### config.mk
export PLATFORM = sky130hd
export DESIGN_NAME = branch_resolve_unit
export DESIGN_NICKNAME = d
export VERILOG_FILES = /design/src/rtl/bru_pkg.sv /design/src/rtl/bru_pred_fifo.sv /design/src/rtl/branch_resolve_unit.sv
export SDC_FILE = /design/constraint.sdc
export NUM_CORES = 2
export LEC_CHECK = 0
export CAP_MARGIN = 20
export CORE_MARGIN = 4
export CORE_UTILIZATION = 35
export DETAILED_ROUTE_END_ITERATION = 8
export GPL_TIMING_DRIVEN = 0
export PLACE_DENSITY = 0.54
export RECOVER_POWER = 25
export SETUP_SLACK_MARGIN = 0.5
export SYNTH_ARGS = -nofsm -noshare
export SYNTH_HDL_FRONTEND = slang
export SYNTH_SLANG_ARGS = --single-unit
### constraint.sdc
create_clock -name bru_clk -period 13.5 [get_ports bru_clk]
set_clock_uncertainty 0.05 [all_clocks]
set_input_delay 2.7 -clock bru_clk [delete_from_list [all_inputs] [get_ports bru_clk]]
set_output_delay 2.7 -clock bru_clk [all_outputs]
set_load 0.02 [all_outputs]
### src/rtl/bru_pkg.sv
// Shared types for the branch resolve unit.
// Prediction record, FSM states and PC step.
package bru_pkg;

   typedef struct packed {
      logic [31:0] pc;
      logic [31:0] target;
   } bru_rec_t;

   typedef enum logic {
      BRU_RUN,
      BRU_RECOVER
   } bru_state_t;

   localparam logic [31:0] PC_STEP = 32'd4;

endpackage

### src/rtl/bru_pred_fifo.sv
// In-flight prediction record FIFO.
// Flush has priority over push and pop.
module bru_pred_fifo
   import bru_pkg::*;
#(
   parameter int DEPTH = 8
) (
   input  logic     clk,
   input  logic     rst,
   input  logic     push,
   input  logic     pop,
   input  logic     flush,
   input  bru_rec_t wdata,
   output logic     full,
   output logic     empty,
   output bru_rec_t head
);

   localparam int AW = $clog2(DEPTH);

   logic [AW-1:0] wr_ptr_q, wr_ptr_d;
   logic [AW-1:0] rd_ptr_q, rd_ptr_d;
   logic [AW:0]   cnt_q, cnt_d;
   bru_rec_t      mem_q [DEPTH];
   bru_rec_t      mem_d [DEPTH];
   logic          do_push;
   logic          do_pop;

   assign full  = (cnt_q == (AW+1)'(DEPTH));
   assign empty = (cnt_q == '0);
   assign head  = mem_q[rd_ptr_q];

   // Next pointer/count/storage; a push into a full queue only lands
   // when a pop frees the head slot in the same cycle.
   always_comb begin
      wr_ptr_d = wr_ptr_q;
      rd_ptr_d = rd_ptr_q;
      cnt_d    = cnt_q;
      mem_d    = mem_q;
      do_push  = push && (!full || pop);
      do_pop   = pop && !empty;
      if (flush) begin
         wr_ptr_d = '0;
         rd_ptr_d = '0;
         cnt_d    = '0;
      end else begin
         if (do_push) begin
            mem_d[wr_ptr_q] = wdata;
            wr_ptr_d        = wr_ptr_q + 1'b1;
         end
         if (do_pop) begin
            rd_ptr_d = rd_ptr_q + 1'b1;
         end
         unique case ({do_push, do_pop})
            2'b10:   cnt_d = cnt_q + 1'b1;
            2'b01:   cnt_d = cnt_q - 1'b1;
            default: cnt_d = cnt_q;
         endcase
      end
   end

   // Queue state registers.
   always_ff @(posedge clk) begin
      if (rst) begin
         wr_ptr_q <= '0;
         rd_ptr_q <= '0;
         cnt_q    <= '0;
         for (int i = 0; i < DEPTH; i++) mem_q[i] <= '0;
      end else begin
         wr_ptr_q <= wr_ptr_d;
         rd_ptr_q <= rd_ptr_d;
         cnt_q    <= cnt_d;
         mem_q    <= mem_d;
      end
   end

endmodule

### src/rtl/branch_resolve_unit.sv
// Execute-side branch resolution: match predictions,
// detect mispredicts, redirect fetch and update the BTB.
module branch_resolve_unit
   import bru_pkg::*;
#(
   parameter int DEPTH     = 8,
   parameter int CNT_WIDTH = 32
) (
   input  logic                 bru_clk,
   input  logic                 bru_reset,
   input  logic                 fe_push,
   input  logic [31:0]          fe_pc,
   input  logic [31:0]          fe_target,
   output logic                 fe_stall,
   input  logic                 ex_valid,
   input  logic [31:0]          ex_pc,
   input  logic                 ex_is_branch,
   input  logic                 ex_taken,
   input  logic [31:0]          ex_target,
   output logic                 redirect_valid,
   output logic [31:0]          redirect_pc,
   output logic                 btb_write,
   output logic [31:0]          btb_new_pc,
   output logic [31:0]          btb_data,
   output logic                 overflow,
   output logic [CNT_WIDTH-1:0] stat_branches,
   output logic [CNT_WIDTH-1:0] stat_mispredicts
);

   bru_state_t           state_q, state_d;
   logic                 redirect_valid_q, redirect_valid_d;
   logic [31:0]          redirect_pc_q, redirect_pc_d;
   logic                 btb_write_q, btb_write_d;
   logic [31:0]          btb_new_pc_q, btb_new_pc_d;
   logic [31:0]          btb_data_q, btb_data_d;
   logic                 overflow_q, overflow_d;
   logic [CNT_WIDTH-1:0] stat_branches_q, stat_branches_d;
   logic [CNT_WIDTH-1:0] stat_mispredicts_q, stat_mispredicts_d;

   logic     q_full, q_empty, q_push, q_pop, q_flush;
   bru_rec_t q_head, q_wdata;
   logic     run, hit, taken_br, miss_tgt, miss_dir, mispred;

   bru_pred_fifo #(.DEPTH(DEPTH)) u_fifo (
      .clk   (bru_clk),
      .rst   (bru_reset),
      .push  (q_push),
      .pop   (q_pop),
      .flush (q_flush),
      .wdata (q_wdata),
      .full  (q_full),
      .empty (q_empty),
      .head  (q_head)
   );

   // Match against the oldest record and classify the outcome.
   always_comb begin
      run      = (state_q == BRU_RUN);
      hit      = run && ex_valid && !q_empty && (q_head.pc == ex_pc);
      taken_br = ex_is_branch && ex_taken;
      miss_tgt = run && ex_valid && taken_br &&
                 (!hit || (q_head.target != ex_target));
      miss_dir = hit && !taken_br;
      mispred  = miss_tgt || miss_dir;
      q_pop    = hit;
      q_flush  = mispred;
      q_push   = run && fe_push && !mispred;
      q_wdata  = '{pc: fe_pc, target: fe_target};
      fe_stall = q_full && !q_pop;
   end

   // FSM next state and registered outputs.
   always_comb begin
      state_d            = BRU_RUN;
      redirect_valid_d   = 1'b0;
      redirect_pc_d      = redirect_pc_q;
      btb_write_d        = 1'b0;
      btb_new_pc_d       = btb_new_pc_q;
      btb_data_d         = btb_data_q;
      overflow_d         = overflow_q;
      stat_branches_d    = stat_branches_q;
      stat_mispredicts_d = stat_mispredicts_q;
      if (run) begin
         if (q_push && q_full && !q_pop) overflow_d = 1'b1;
         if (ex_valid && ex_is_branch && (stat_branches_q != '1))
            stat_branches_d = stat_branches_q + 1'b1;
         if (mispred) begin
            state_d          = BRU_RECOVER;
            redirect_valid_d = 1'b1;
            redirect_pc_d    = miss_tgt ? ex_target : ex_pc + PC_STEP;
            if (stat_mispredicts_q != '1)
               stat_mispredicts_d = stat_mispredicts_q + 1'b1;
         end
         if (miss_tgt) begin
            btb_write_d  = 1'b1;
            btb_new_pc_d = ex_pc;
            btb_data_d   = ex_target;
         end
      end
   end

   // State and output registers; reset overrides everything.
   always_ff @(posedge bru_clk) begin
      if (bru_reset) begin
         state_q            <= BRU_RUN;
         redirect_valid_q   <= 1'b0;
         redirect_pc_q      <= '0;
         btb_write_q        <= 1'b0;
         btb_new_pc_q       <= '0;
         btb_data_q         <= '0;
         overflow_q         <= 1'b0;
         stat_branches_q    <= '0;
         stat_mispredicts_q <= '0;
      end else begin
         state_q            <= state_d;
         redirect_valid_q   <= redirect_valid_d;
         redirect_pc_q      <= redirect_pc_d;
         btb_write_q        <= btb_write_d;
         btb_new_pc_q       <= btb_new_pc_d;
         btb_data_q         <= btb_data_d;
         overflow_q         <= overflow_d;
         stat_branches_q    <= stat_branches_d;
         stat_mispredicts_q <= stat_mispredicts_d;
      end
   end

   assign redirect_valid   = redirect_valid_q;
   assign redirect_pc      = redirect_pc_q;
   assign btb_write        = btb_write_q;
   assign btb_new_pc       = btb_new_pc_q;
   assign btb_data         = btb_data_q;
   assign overflow         = overflow_q;
   assign stat_branches    = stat_branches_q;
   assign stat_mispredicts = stat_mispredicts_q;

endmodule

After elaboration in Yosys (flattened, before gate mapping)

Cells that the tools add are included.

Flip-flop bits (word level): 685
Latch bits: 0
Bits in writable memories: 0
Bits in read-only memories: 0
Input bits: 134
Output and inout bits: 164
Logic and storage cells: 93
Memories kept: 0

$add $sub $neg: 7
Multiply operators: 0
Divide/modulo/power cells: 0
Order comparisons: 3
Equality and inequality tests: 7
Shift operators: 0
Multiplexer cells: 10
Bitwise operators: 4
Reductions and logical operators: 35

Operators with widths:

| cell                                                       | number |
|---|---|
| bitwise mux 512 bit                                        | 1 |
| binary-select mux 64 bit (select 3 bit)                    | 1 |
| demux 64 bit (select 3 bit)                                | 1 |
| two-way mux 64 bit                                         | 3 |
| adder 32 x 1 -> 32 bit, second input constant              | 2 |
| inequality test 32 bit, second input constant              | 2 |
| adder 32 x 3 -> 32 bit, second input constant              | 1 |
| == test 32 bit                                             | 1 |
| two-way mux 32 bit                                         | 1 |
| inequality test 32 bit                                     | 1 |
| logical AND 1 bit                                          | 17 |
| AND reduction 2 bit                                        | 5 |
| >= comparator 4 bit, second input constant                 | 2 |
| inverter 3 -> 4 bit                                        | 2 |
| case mux 4 bit (2 select lines)                            | 1 |
| adder 3 x 1 -> 3 bit, second input constant                | 2 |
| zero test 1 bit                                            | 5 |
| adder 4 x 1 -> 4 bit, second input constant                | 1 |
| == test 4 bit, second input constant                       | 1 |
| zero test 4 bit                                            | 1 |
| less-than comparator 4 x 1 -> 1 bit, second input constant | 1 |
| OR reduction 2 bit                                         | 2 |
| subtractor 4 x 1 -> 4 bit, second input constant           | 1 |
| logical OR 1 bit                                           | 3 |
| other kinds (6)                                            | 8 |

Logic depth before layout (Yosys ltp)

Depth after elaboration: 15
Gate-level depth with buffers: 24

Hierarchy

Synthesis repeated with hierarchy kept, for this count alone.

Cell total of the unflattened synthesis: 3,620
Area total of the unflattened synthesis: 33,719.8 µm²

Modules (own cells, without submodules):

| module              | instances | cells each | area each (µm²) | sequential area each (µm²) |
|---|---|---|---|---|
| bru_pred_fifo       | 1         | 2,590      | 25,155.4        | 10,450.0 |
| branch_resolve_unit | 1         | 1,030      | 8,564.5         | 3,263.1 |

Worst setup path before layout

OpenSTA, ideal clock, no wires.

Path kind: input port to output port
From: input ex_pc[18]
To: output fe_stall
Arrival time: 3,981 ps
Slack: 6,769 ps
Cell stages on the path: 5
Path through: and3_1 -> o211ai_1 -> nor4_1 -> nand4_2 -> and3_1

Longest elaborated chain between the ends: 4

Ends and longest elaborated chain:

| what              | line                      | text |
|---|---|---|
| from (decl)       | branch_resolve_unit.sv:16 | `input logic [31:0] ex_pc,` |
| == test 32 bit    | branch_resolve_unit.sv:59 | `hit = run && ex_valid && !q_empty && (q_head.pc == ex_pc);` |
| logical AND 1 bit | branch_resolve_unit.sv:59 |  |
| zero test 1 bit   | branch_resolve_unit.sv:69 | `fe_stall = q_full && !q_pop;` |
| logical AND 1 bit | branch_resolve_unit.sv:69 |  |
| to (decl)         | branch_resolve_unit.sv:14 | `output logic fe_stall,` |

Every way passes these cells.

Worst setup path in the final report

Ends and elaborated chain as after synthesis.

==> impl_metrics.yaml <==
drt:
  vias: 25700
  via_per_inst: 5.19
  first_iter_violations: 2221
  wl_per_cell_um: 25.0
  final_antenna_net_count: 0
  dr.pass1.iters: 7
  remaining_drc_errors: 0
  routed_wl_um: 124000
clock_tree:
  clk_pin_slew_ns: 0.06
  post_cts_buffers: 0
  cts_max_path_buffers: 3
  cts_buffers: 79
  cts_max_level: 3
  clock_sinks: 685
  postCtsResizedCells: 0
  tritoncts: "built"
  postCtsHoldBufs: 0
  clockRootBuffer: "clkbuf_16"
  clk_latency_ns: 0.66
global_route:
  grt_max_degree: 13
  grtUsageMet2_pct: 39.1
  grt_pass1_wl_um: 178000
  grt_pass1_vias: 25400
  grt_usage_pct: 24.2
  top_usage_layer: "met2"
  grt_overflow: 0
  use_met3_pct: 3.40
  antenna_found_initial: 3
  use_met1_pct: 34.2
layout:
  mostFrequentLayoutCell: "dfxtp_1"
  drive_above_1_share_pct: 9.21
  layout_common_cells: "dfxtp_1, mux2i_1, nand2b_1"
  layout.nets: 3786
  layout-area-overhead-vs-synth_pct: 21.6
  fin_area_um2: 40100
  fin_cells: 4961
die:
  die_h_um: 315
  die_w_um: 315
  num_io_pins: 298
  fp.dieArea_um2: 99100
  start_util_pct: 35.3
  core_area_um2: 93300
  rows: 112
sta:
  min_period_ns: 9.57
  final_hold_viol_count: 0
  hold_slack_ns: 0.400
  fmax_mhz: 104
  setup_viol_count_final: 0
  worst_slew_pin_slew_ns: 1.04
  relSlewSlack_pct: 30.2
  finalSetupTns_ns: 0
  rsz0062_at_grt: "no"
  finalMaxSlewViolations: 0
  timing.final.crit_share_pct: 70.9
setup_path:
  worst_setup_path_end_kind: "output port"
  slowest_delay_ns: 0.90
  r2r_cells: 22
  r2r_slack_ns: 5.94
  critical_path_buf_inv_count: 2
  rr_startpoint: "u_fifo.rd_ptr_q[2]"
  worstPathArrival_ns: 6.82
  crit_chain: "dlygate4sd3_1 > and3_1 > o211ai_1 > nor4_1 > nand4_1 > and3_1 > clkdlybuf4s50_1"
  worstPathMaxFanout: 10
  cp_common_cell: "and3_1"
  cp-start-kind: "primary input"
  setup.worst_path.start: "ex_pc[18]"
  cpMaxStageDelayCell: "dlygate4sd3_1"
  critical_path.top_delay_family: "simple AND/OR/NAND/NOR gates"
  worst-path-stages: 7
  crit_type: "primary input to output port"
  worstPathRequired_ns: 10.75
  r2r-end: "u_fifo.cnt_q[3]"
  cp-endpoint: "fe_stall"
yosys:
  synth_largest_area_cell: "dfxtp_1"
  avgSynthCellArea_um2: 10.1
  synth_edf_count: 0
  syn_nets: 3410
  async_reset_ff_share_pct: 0
  netlist-cell-type-count: 59
  synth-seq-cells: 685
  synth_flop_cell: "dfxtp_1"
  yosys_warnings: 0
  ys_seq_area_share_pct: 41.6
  synth_top_area_share_pct: 41.6
  ys_top_cells_by_area: "dfxtp_1, mux2i_1, nand2b_1"
  netlist_area_um2: 33000
  synthCells: 3267
power:
  fin_total_pwr_mw: 4.64
  peakVddDrop_uv: 93.5
  power.density_nw_per_um2: 116
  p_leak_nw: 16.7
min_path:
  hold_depth: 2
  worstHoldPathType: "flop to flop"
flow_run:
  cap_violations: 0
placement:
  dpl.cell_count: 4816
  place_congestion: 0.906
  hpwlAfterDp_um: 89900
  placed_area_um2: 37500
  portBuffers: 293
status:
  status: "complete, no violations"
layout make-up:
| class | count | area, um^2 |
|---|---|---|
| Clock buffer | 125 | 2380 |
| Tap cell | 1254 | 1570 |
| Clock inverter | 17 | 196 |
| Timing Repair Buffer | 295 | 2960 |
| Antenna cell | 3 | 7.51 |
| Sequential cell | 685 | 13700 |
| Multi-Input combinational cell | 2261 | 17600 |
| Fill cell | 9137 | 53300 |
| Buffer | 307 | 1570 |
| Inverter | 14 | 52.6 |
layer usage:
metal  vias to the layer above  part of all wire [%]
met1                     12800                    46
met5                         -                 0.010
li1                      12000                     -
met4                         2                   2.2
met2                       743                    46
met3                       147                   5.9
Yosys cell counts (35+ instances only):
cell	instances
dfxtp_1	685
mux2i_1	655
nand2b_1	580
nand2_1	166
a21oi_1	138
clkbuf_1	127
nor2_1	114
mux4_2	76
buf_1	72
xor2_1	61
buf_2	49
nand3_1	47
a22oi_1	46
xnor2_1	41
nand4_1	37
nor3_1	37
nor2b_1	36
buf_6	35
power by group:
group	total [mW]	internal, mW	switching, mW
clock network	2.16	1.25	0.903
registers	2.08	2.06	0.0224
logic	0.407	0.163	0.244
total	4.64	3.48	1.17
state kept, by name, summed over array words and instances (netlist names):
| name | cells |
|---|---|
| btb_data | 32 |
| btb_new_pc | 32 |
| btb_write | 1 |
| overflow | 1 |
| redirect_pc | 32 |
| redirect_valid | 1 |
| stat_branches | 32 |
| stat_mispredicts | 32 |
| u_fifo.cnt_q | 4 |
| u_fifo.mem_q | 512 |
| u_fifo.rd_ptr_q | 3 |
| u_fifo.wr_ptr_q | 3 |
worst min path at each step:
stage	from	to	slack [ns]
2_1_floorplan	u_fifo.mem_q[11]	u_fifo.mem_q[11]	0.40
3_3_place_gp	btb_new_pc[17]	btb_new_pc[17]	0.39
3_5_place_dp	btb_new_pc[1]	btb_new_pc[1]	0.40
4_1_cts	btb_new_pc[1]	btb_new_pc[1]	0.40
5_1_grt	btb_data[5]	btb_data[5]	0.41
6_report	btb_new_pc[1]	btb_new_pc[1]	0.40
worst min-delay path: cells and delay by family, from the launching register on:
| family | cells | cell delay [ns] |
|---|---|---|
| flip-flops | 1 | 0.30 |
| AO/OA/AOI/OAI | 1 | 0.05 |
| AND/OR/NAND/NOR | 1 | 0.05 |
cells by family (layout without fill, tap and decap cells):
kind of cell | after synthesis | count (layout) | share of synthesized area, %
adders and majority gates | 9 | 9 | 0.364
muxes | 761 | 761 | 26.1
AOI/OAI and AO/OA | 288 | 288 | 5.62
xor gates and xnor gates | 102 | 102 | 2.71
other | 0 | 3 | 0
buffers and inverters | 321 | 758 | 4.91
DFF | 685 | 685 | 41.6
and+or+nand+nor | 1101 | 1101 | 18.7
stage by stage:
stage	setup slack, ns	utilization, %
final	3.93	42.9
after global routing	3.97	42.9
after CTS	4.35	42.9
after detailed placement	4.37	40.2
after global placement	4.36	40.1
after floorplan	6.77	-
No activity file was read; power rests on OpenSTA's default activity.
